===== src/rtl/csr_pkg.sv =====
// Shared definitions for the Zicsr access controller: implemented CSR addresses,
// funct3 encodings and controller states.
package csr_pkg;

  localparam logic [11:0] MISA      = 12'h301;
  localparam logic [11:0] MVENDORID = 12'hF11;
  localparam logic [11:0] MARCHID   = 12'hF12;
  localparam logic [11:0] CYCLE     = 12'hB00;
  localparam logic [11:0] CYCLEH    = 12'hB80;

  typedef enum logic [2:0] {
    CSRRW  = 3'b001,
    CSRRS  = 3'b010,
    CSRRC  = 3'b011,
    CSRRWI = 3'b101,
    CSRRSI = 3'b110,
    CSRRCI = 3'b111
  } csr_funct3_e;

  typedef enum logic [1:0] {
    IDLE  = 2'd0,
    READ  = 2'd1,
    WRITE = 2'd2,
    RESP  = 2'd3
  } csr_state_e;

  function automatic logic csr_implemented(input logic [11:0] addr);
    return (addr == MISA) || (addr == MVENDORID) || (addr == MARCHID) ||
           (addr == CYCLE) || (addr == CYCLEH);
  endfunction

endpackage


===== src/rtl/csr_rmw.sv =====
// Combinational read-modify-write datapath: new CSR value, whether the
// instruction intends to write, and whether the access is illegal.
module csr_rmw
  import csr_pkg::*;
#(
  parameter int XLEN = 32
) (
  input  logic [2:0]      funct3_i,
  input  logic [11:0]     addr_i,
  input  logic [4:0]      rs1_idx_i,
  input  logic [XLEN-1:0] rs1_data_i,
  input  logic [XLEN-1:0] old_i,
  output logic [XLEN-1:0] new_o,
  output logic            write_intent_o,
  output logic            illegal_o
);

  logic [XLEN-1:0] src;
  logic            reserved;

  // Immediate forms use the rs1 field itself as a zero-extended operand.
  assign src = funct3_i[2] ? {{(XLEN-5){1'b0}}, rs1_idx_i} : rs1_data_i;

  always_comb begin
    new_o          = src;
    write_intent_o = 1'b0;
    reserved       = 1'b0;
    case (funct3_i)
      CSRRW, CSRRWI: begin
        new_o          = src;
        write_intent_o = 1'b1;
      end
      CSRRS, CSRRSI: begin
        new_o          = old_i | src;
        write_intent_o = (rs1_idx_i != 5'd0);
      end
      CSRRC, CSRRCI: begin
        new_o          = old_i & ~src;
        write_intent_o = (rs1_idx_i != 5'd0);
      end
      default: reserved = 1'b1;
    endcase
  end

  // Top two address bits set marks the read-only CSR space.
  assign illegal_o = reserved || !csr_implemented(addr_i) ||
                     (write_intent_o && (addr_i[11:10] == 2'b11));

endmodule


===== src/rtl/csr_ctrl.sv =====
// Sequences one Zicsr instruction at a time through READ, WRITE and RESP
// against a CSR file with combinational read data.
module csr_ctrl
  import csr_pkg::*;
#(
  parameter int XLEN = 32
) (
  input  logic            clock,
  input  logic            reset,
  input  logic            req_valid,
  output logic            req_ready,
  input  logic [2:0]      req_funct3,
  input  logic [11:0]     req_addr,
  input  logic [4:0]      req_rs1_idx,
  input  logic [XLEN-1:0] req_rs1_data,
  output logic            resp_valid,
  input  logic            resp_ready,
  output logic [XLEN-1:0] resp_rdata,
  output logic            resp_illegal,
  output logic            csr_wen,
  output logic [11:0]     csr_addr,
  output logic [XLEN-1:0] csr_wdata,
  input  logic [XLEN-1:0] csr_rdata
);

  csr_state_e      state_q, state_d;
  logic [2:0]      funct3_q;
  logic [11:0]     addr_q;
  logic [4:0]      rs1_idx_q;
  logic [XLEN-1:0] rs1_data_q;
  logic [XLEN-1:0] old_q;
  logic [XLEN-1:0] new_q;
  logic            illegal_q;
  logic            intent_q;

  logic [XLEN-1:0] rmw_new;
  logic            rmw_intent;
  logic            rmw_illegal;

  // Old value comes straight from the CSR file while csr_addr presents addr_q in READ.
  csr_rmw #(.XLEN(XLEN)) u_rmw (
    .funct3_i       (funct3_q),
    .addr_i         (addr_q),
    .rs1_idx_i      (rs1_idx_q),
    .rs1_data_i     (rs1_data_q),
    .old_i          (csr_rdata),
    .new_o          (rmw_new),
    .write_intent_o (rmw_intent),
    .illegal_o      (rmw_illegal)
  );

  always_ff @(posedge clock) begin
    if (reset) begin
      state_q    <= IDLE;
      funct3_q   <= '0;
      addr_q     <= '0;
      rs1_idx_q  <= '0;
      rs1_data_q <= '0;
      old_q      <= '0;
      new_q      <= '0;
      illegal_q  <= 1'b0;
      intent_q   <= 1'b0;
    end else begin
      state_q <= state_d;
      if ((state_q == IDLE) && req_valid) begin
        funct3_q   <= req_funct3;
        addr_q     <= req_addr;
        rs1_idx_q  <= req_rs1_idx;
        rs1_data_q <= req_rs1_data;
      end
      if (state_q == READ) begin
        // Illegal accesses report zero rather than leaking the CSR contents.
        old_q     <= rmw_illegal ? '0 : csr_rdata;
        new_q     <= rmw_new;
        illegal_q <= rmw_illegal;
        intent_q  <= rmw_intent;
      end
    end
  end

  always_comb begin
    state_d      = state_q;
    req_ready    = 1'b0;
    resp_valid   = 1'b0;
    resp_rdata   = '0;
    resp_illegal = 1'b0;
    csr_wen      = 1'b0;
    csr_addr     = '0;
    csr_wdata    = '0;
    case (state_q)
      IDLE: begin
        req_ready = 1'b1;
        if (req_valid) state_d = READ;
      end
      READ: begin
        csr_addr = addr_q;
        state_d  = WRITE;
      end
      WRITE: begin
        csr_addr  = addr_q;
        csr_wdata = new_q;
        csr_wen   = intent_q && !illegal_q;
        state_d   = RESP;
      end
      RESP: begin
        resp_valid   = 1'b1;
        resp_rdata   = old_q;
        resp_illegal = illegal_q;
        if (resp_ready) state_d = IDLE;
      end
      default: state_d = IDLE;
    endcase
    // Reset suppresses every output in the same cycle, including an in-flight write.
    if (reset) begin
      req_ready    = 1'b0;
      resp_valid   = 1'b0;
      resp_rdata   = '0;
      resp_illegal = 1'b0;
      csr_wen      = 1'b0;
      csr_addr     = '0;
      csr_wdata    = '0;
    end
  end

endmodule


===== config.mk =====
export PLATFORM = sky130hd
export DESIGN_NAME = csr_ctrl
export DESIGN_NICKNAME = d
export VERILOG_FILES = /design/src/rtl/csr_pkg.sv /design/src/rtl/csr_rmw.sv /design/src/rtl/csr_ctrl.sv
export SDC_FILE = /design/constraint.sdc
export NUM_CORES = 1
export LEC_CHECK = 0
export ABC_AREA = 1
export BUFFER_PORTS_ARGS = -buffer_cell sky130_fd_sc_hd__buf_2
export CORE_ASPECT_RATIO = 0.9
export CORE_MARGIN = 1.5
export CORE_UTILIZATION = 52
export DETAILED_ROUTE_END_ITERATION = 7
export HOLD_SLACK_MARGIN = 0.1
export PLACE_DENSITY = 0.79
export SKIP_CTS_REPAIR_TIMING = 1
export SLEW_MARGIN = 15
export SYNTH_ARGS = -nofsm -noshare
export SYNTH_HDL_FRONTEND = slang
export SYNTH_SLANG_ARGS = --single-unit

===== constraint.sdc =====
create_clock -name clock -period 1.93 [get_ports clock]
set_input_delay 0 -clock clock [delete_from_list [all_inputs] [get_ports clock]]
set_output_delay 0 -clock clock [all_outputs]
set_load 0.005 [all_outputs]

==> flow_metrics.py, run 1 <==
metrics = {
    "outcome": {
        "violations": "design-rule violations",
        "outcome": "finished with violations",
    },
    "synth": {
        "syn_avg_cell_area_um2": 6.56,
        "synth-seq-cells": 120,
        "synth_ff_type": "dfxtp_1",
        "synth_most_common_cell": "nor2_1",
        "yosys-top-cells-area": "dfxtp_1, nor2_1, nand2_1",
        "yosysWarnings": 0,
        "synth_common_cells": "nor2_1, nand2_1, dfxtp_1",
        "synth_cell_types": 22,
        "netlist.area_leader.share": 0.432,
        "synth.cell_area_mm2": 0.00556,
        "synthArstFlopShare": 0,
        "syn_inst": 847,
        "syn-num-nets": 940,
        "synth_area_leader_cell": "dfxtp_1",
        "synth_edf_count": 0,
        "synth_seq_area_share": 0.432,
    },
    "global_route": {
        "grt_pass1_wl_um": 24300,
        "antenna_found_initial": 0,
        "grt_util_met3": 0.0469,
        "grt_max_degree": 54,
        "grt-ovfl-total": 0,
        "grt_pass1_vias": 5183,
        "use_met2": 0.445,
        "grt_busiest_layer": "met2",
        "track_usage": 0.266,
        "grtUsageMet1": 0.352,
    },
    "floorplanning": {
        "core_area_mm2": 0.0103,
        "die_area_mm2": 0.0113,
        "initial_utilization": 0.538,
        "die_w_um": 112,
        "fp.dieH_um": 101,
        "io_pins": 168,
        "rows": 35,
    },
    "worst_setup_path": {
        "crit_path_start_kind": "flop",
        "ff2ff_setup_slack_ns": 0.35,
        "rr_startpoint": "state_q[0]$_SDFFE_PP0P_",
        "crit_required_ns": 1.93,
        "cp.arrival_ns": 1.79,
        "crit_type": "reg -> out",
        "r2r_cells": 6,
        "critPathBufInv": 3,
        "reg2reg_to": "funct3_q[2]$_SDFFE_PP0P_",
        "end_kind": "output pin",
        "crit_start": "state_q[0]$_SDFFE_PP0P_",
        "cp_max_fo": 7,
        "slowest_stage": "ha_2",
        "cp_common_cell": "inv_1",
        "cpPeakStageDelay_ns": 0.41,
        "crit_family": "buffers and inverters",
        "crit_chain": "inv_1 > ha_2 > inv_1 > nor3_1 > buf_2",
    },
    "cells_and_area": {
        "syn_to_final_growth_pct": 43.6,
        "final_core_utilization": 0.772,
        "finish.instance_area_mm2": 0.00798,
        "layout-drive-gt1-share": 0.204,
        "diodes": 0,
        "nNetsFinal": 1171,
    },
    "power": {
        "swShare": 0.353,
        "p_leak_nw": 3.65,
        "power_frac_comb": 0.322,
        "powerDensity_mw_per_mm2": 1290,
        "switchingPower_mw": 3.64,
        "p_clk_frac": 0.335,
        "peakVddDrop_mv": 0.654,
        "internal_power_mw": 6.68,
        "seq_power_share": 0.343,
        "p_total_mw": 10.3,
    },
    "hold_path": {
        "hold_path.class": "in -> reg",
        "hold_depth": 3,
        "holdCritStartpoint": "reset",
        "hold_end": "new_q[1]$_SDFFE_PP0N_",
    },
    "timing": {
        "maxSlewHeadroom": 0.671,
        "setup_violations": 0,
        "tns_ns": 0,
        "period_needed_ns": 1.79,
        "min_period_over_period": 0.928,
        "fin_skew_ns": 0.00986,
        "fmax_ghz": 0.558,
        "drv_slew": 0,
        "rsz0062_at_grt": "no",
        "worst_pin_slew_ns": 0.494,
        "hold_viol_final": 0,
        "holdWs_ns": 0.262,
    },
    "clock_network": {
        "clock_path_buffers": 2,
        "cts_tree": "yes",
        "cts.sinks": 120,
        "clk_latency_ns": 0.41,
        "cts-root-buf": "clkbuf_16",
        "h-tree-depth": 4,
        "clk_pin_slew_ns": 0.05,
        "cts_made_buffers": 17,
    },
    "detailed_routing": {
        "ant_nets": 0,
        "drtIter0Drc": 413,
        "wirelength_um": 17000,
        "post_drt_wl_per_cell_um": 14.0,
        "first_pass_iters": 8,
        "via_per_inst": 5.21,
        "vias": 6352,
        "drc": 11,
    },
    "run": {
        "max-cap-violations": 0,
    },
    "placed_design": {
        "dp_hpwl_um": 10000,
        "place_congestion": 0.820,
        "port_buffers": 167,
        "postPlaceCellArea_mm2": 0.00647,
    },
}
-- layer usage --
layer  vias to the layer above  routed length [um]
met1                      2906                7330
met5                         -                   0
met4                         0                 348
li1                       3164                   -
met2                       249                8300
met3                        33                1060
-- flip-flops by register name, indices dropped and copies added (netlist names) --
name        count
illegal_q       1
new_q          32
rs1_idx_q       5
addr_q         12
old_q          32
funct3_q        3
intent_q        1
state_q         2
rs1_data_q     32
-- power by group through the flow --
stage / combinational, mW / clock [mW] / sequential [mW]
final: 3.33 / 3.46 / 3.54
after global routing: 3.74 / 3.60 / 3.63
after CTS: 3.13 / 3.47 / 3.53
after detailed placement: 3.09 / 0 / 3.57
after global placement: 3.04 / 0 / 3.56
after floorplan: 2.34 / 0 / 3.47
-- worst max path at each step --
stage                                 to  slack, ns  cells past startpoint
2_1_floorplan    addr_q[11]$_SDFFE_PP0P_       0.52                      7
4_1_cts                      csr_addr[5]       0.09                      5
6_report                     csr_addr[5]       0.14                      5
3_5_place_dp   rs1_idx_q[1]$_SDFFE_PP0P_       0.38                      6
3_3_place_gp    funct3_q[2]$_SDFFE_PP0P_       0.44                      6
5_1_grt                      csr_addr[5]       0.03                      5
-- tightest hold or removal path, delay by kind of cell --
| kind | cells | cell delay, ns |
|---|---|---|
| buffers and inverters | 2 | 0.46 |
| AOI/OAI and AO/OA | 1 | 0.15 |
-- placed cells by master (no fill, tap or decap), drive strengths merged --
master	instances
clkbuf	20
dlygate4sd3	86
o21ai	95
inv	53
bufinv	5
o311ai	1
buf	187
nand3	8
clkinv	7
o211ai	31
a21oi	60
ha	5
nand2	193
a211oi	1
nor3	8
clkinvlp	1
o22ai	2
nor2	208
dfxtp	120
-- area by class of cell --
| class | instances | area (um^2) |
|---|---|---|
| clock buffer | 20 | 447 |
| clock inverter | 12 | 199 |
| fill | 783 | 2360 |
| inverter | 54 | 203 |
| multi-input combinational | 612 | 2710 |
| sequential | 120 | 2400 |
| tap | 129 | 161 |
| timing repair buffer | 273 | 1860 |
-- per-stage QoR --
step                      instances  setup WS [ns]
after floorplan                 847          0.520
final                          1220          0.139
after global routing           1220         0.0301
after CTS                      1134         0.0852
after detailed placement       1102          0.380
after global placement         1102          0.439
-- cell families (layout without fill, tap and decap cells) --
logic type      count (synthesis)  in the layout  share of synthesized area
compound gates                190            190                      0.187
fa+ha+maj                       5              5                     0.0113
buf+inv                       115            359                     0.0842
flops                         120            120                      0.432
simple gates                  417            417                      0.286
Power figures use the tool's default switching activity.
==> inputs of run 2 (changes only) <==
--- a/config.mk
+++ b/config.mk
@@ -8,7 +8,7 @@
 export ABC_AREA = 1
 export BUFFER_PORTS_ARGS = -buffer_cell sky130_fd_sc_hd__buf_2
 export CORE_ASPECT_RATIO = 0.9
-export CORE_MARGIN = 1.5
+export CORE_MARGIN = 4
 export CORE_UTILIZATION = 52
 export DETAILED_ROUTE_END_ITERATION = 7
 export HOLD_SLACK_MARGIN = 0.1
==> run 2 against run 1 <==
Effect of this change:
- the flow now finishes without violations
- total power is 4.2% lower
- flip-flop and latch count stayed put
- combinational power is 1% higher
- critical path depth is 1 higher
- global-route usage is 1.2 points lower
- sequential share of layout area is 0.33 points higher
==> flow_metrics.py, run 2 (synthesized netlist as in run 1, its figures left out) <==
metrics = {
    "worst_setup_path": {
        "rr_startpoint": "state_q[1]$_SDFFE_PP0P_",
        "crit_start": "state_q[0]$_SDFFE_PP0P_",
        "cp-endpoint": "csr_wen",
        "reg2reg_to": "new_q[0]$_SDFFE_PP0N_",
        "cp_max_fo": 34,
        "r2r_cells": 8,
        "crit_path_start_kind": "flop",
        "cp.arrival_ns": 1.84,
        "crit_type": "reg -> out",
        "ff2ff_setup_slack_ns": 0.30,
        "crit_required_ns": 1.93,
        "end_kind": "output pin",
    },
    "hold_path": {
        "hold_path.class": "in -> reg",
        "hold_depth": 4,
    },
    "detailed_routing": {
        "wirelength_um": 17800,
        "first_pass_iters": 6,
        "drc": 0,
        "wl_met2_um": 8960,
        "ant_nets": 0,
        "via_per_inst": 5.23,
        "drtIter0Drc": 521,
        "wl_met1_um": 7300,
        "vias": 6370,
        "wl_met3_um": 1230,
        "top_layer": "met4",
        "post_drt_wl_per_cell_um": 14.7,
    },
    "floorplanning": {
        "die_area_mm2": 0.0124,
        "die_w_um": 117,
        "fp.dieH_um": 106,
        "rows": 35,
        "initial_utilization": 0.538,
        "io_pins": 168,
        "core_area_mm2": 0.0103,
    },
    "clock_network": {
        "cts.sinks": 120,
        "h-tree-depth": 4,
        "clock_path_buffers": 2,
        "cts-root-buf": "clkbuf_16",
        "cts_made_buffers": 17,
        "clk_latency_ns": 0.41,
        "clk_pin_slew_ns": 0.05,
        "cts_tree": "yes",
    },
    "power": {
        "swShare": 0.367,
        "p_clk_frac": 0.301,
        "powerDensity_mw_per_mm2": 1250,
        "peakVddDrop_mv": 0.733,
        "switchingPower_mw": 3.64,
        "p_leak_nw": 3.61,
        "seq_power_share": 0.359,
        "internal_power_mw": 6.26,
        "power_frac_comb": 0.340,
    },
    "cells_and_area": {
        "diodes": 0,
        "layout_common_cells": "nor2_1, nand2_1, buf_2",
        "reg.largest.list": "new_q (32), old_q (32), rs1_data_q (32)",
        "nNetsFinal": 1169,
        "syn_to_final_growth_pct": 42.0,
        "final_common_cell": "nor2_1",
        "layout-drive-gt1-share": 0.199,
    },
    "timing": {
        "worst_pin_slew_ns": 0.527,
        "period_needed_ns": 1.84,
        "hold_viol_final": 0,
        "worst_slack_ns": 0.0889,
        "fmax_ghz": 0.543,
        "min_period_over_period": 0.954,
        "fin_skew_ns": 0.00875,
        "holdWs_ns": 0.375,
        "drv_slew": 0,
        "maxSlewHeadroom": 0.648,
        "setup_violations": 0,
    },
    "placed_design": {
        "place_congestion": 0.830,
        "dp_hpwl_um": 10600,
        "port_buffers": 167,
        "dp_slack_ns": 0.342,
    },
    "outcome": {
        "outcome": "complete, no violations",
    },
    "global_route": {
        "grt_pass1_wl_um": 25400,
        "track_usage": 0.254,
        "antenna_found_initial": 0,
        "grt_pass1_vias": 5427,
        "grt-ovfl-total": 0,
        "grt_max_degree": 77,
    },
    "run": {
        "max-cap-violations": 0,
    },
}
## run 2: critical path: stages (launching register included)
cell	delay, ns
dfxtp_1	0.33
inv_1	0.12
ha_1	0.16
buf_4	0.36
nand3_1	0.15
nor2_1	0.16
buf_2	0.14
## run 2: layout make-up
cell class | instances | area [um^2]
Clock buffer | 21 | 440
Clock inverter | 10 | 104
Fill cell | 771 | 2440
Inverter | 54 | 203
Multi-Input combinational cell | 612 | 2700
Sequential cell | 120 | 2400
Tap cell | 129 | 161
Timing Repair Buffer | 271 | 1890
## run 2: power by group through the flow
stage	clock network (mW)	logic (mW)	registers, mW
2_1_floorplan	0	2.34	3.47
3_3_place_gp	0	3.09	3.56
3_5_place_dp	0	3.15	3.58
4_1_cts	2.97	3.17	3.53
5_1_grt	3.10	3.79	3.62
6_report	2.98	3.37	3.55
## run 2: routing by layer
metal / up-vias / track usage
met1: 2882 / 0.334
met3: 36 / 0.0689
li1: 3155 / -
met4: 0 / 0.0655
met5: - / 0
met2: 297 / 0.412
## run 2: how the worst min path moves through the flow
stage | from | end | slack, ns
floorplan | csr_rdata[24] | old_q[24]$_SDFFE_PP0N_ | 0.16
global placement | req_rs1_data[30] | rs1_data_q[30]$_SDFFE_PP0P_ | 0.25
detailed placement | req_rs1_data[14] | rs1_data_q[14]$_SDFFE_PP0P_ | 0.26
CTS | req_addr[9] | addr_q[9]$_SDFFE_PP0P_ | -0.16
global route | req_rs1_data[24] | rs1_data_q[24]$_SDFFE_PP0P_ | 0.37
finish | req_rs1_idx[1] | rs1_idx_q[1]$_SDFFE_PP0P_ | 0.38
## run 2: stage by stage
| step | std cells | TNS [ns] | instance area, um^2 | util | power, mW |
|---|---|---|---|---|---|
| 3_3_place_gp | 1099 | 0 | 6470 | 0.627 | 6.65 |
| 6_report | 1217 | 0 | 7890 | 0.764 | 9.89 |
| 2_1_floorplan | 847 | 0 | 5560 | - | 5.81 |
| 4_1_cts | 1130 | 0 | 7020 | 0.679 | 9.68 |
| 3_5_place_dp | 1099 | 0 | 6470 | 0.627 | 6.73 |
| 5_1_grt | 1217 | -0.00556 | 7890 | 0.764 | 10.5 |
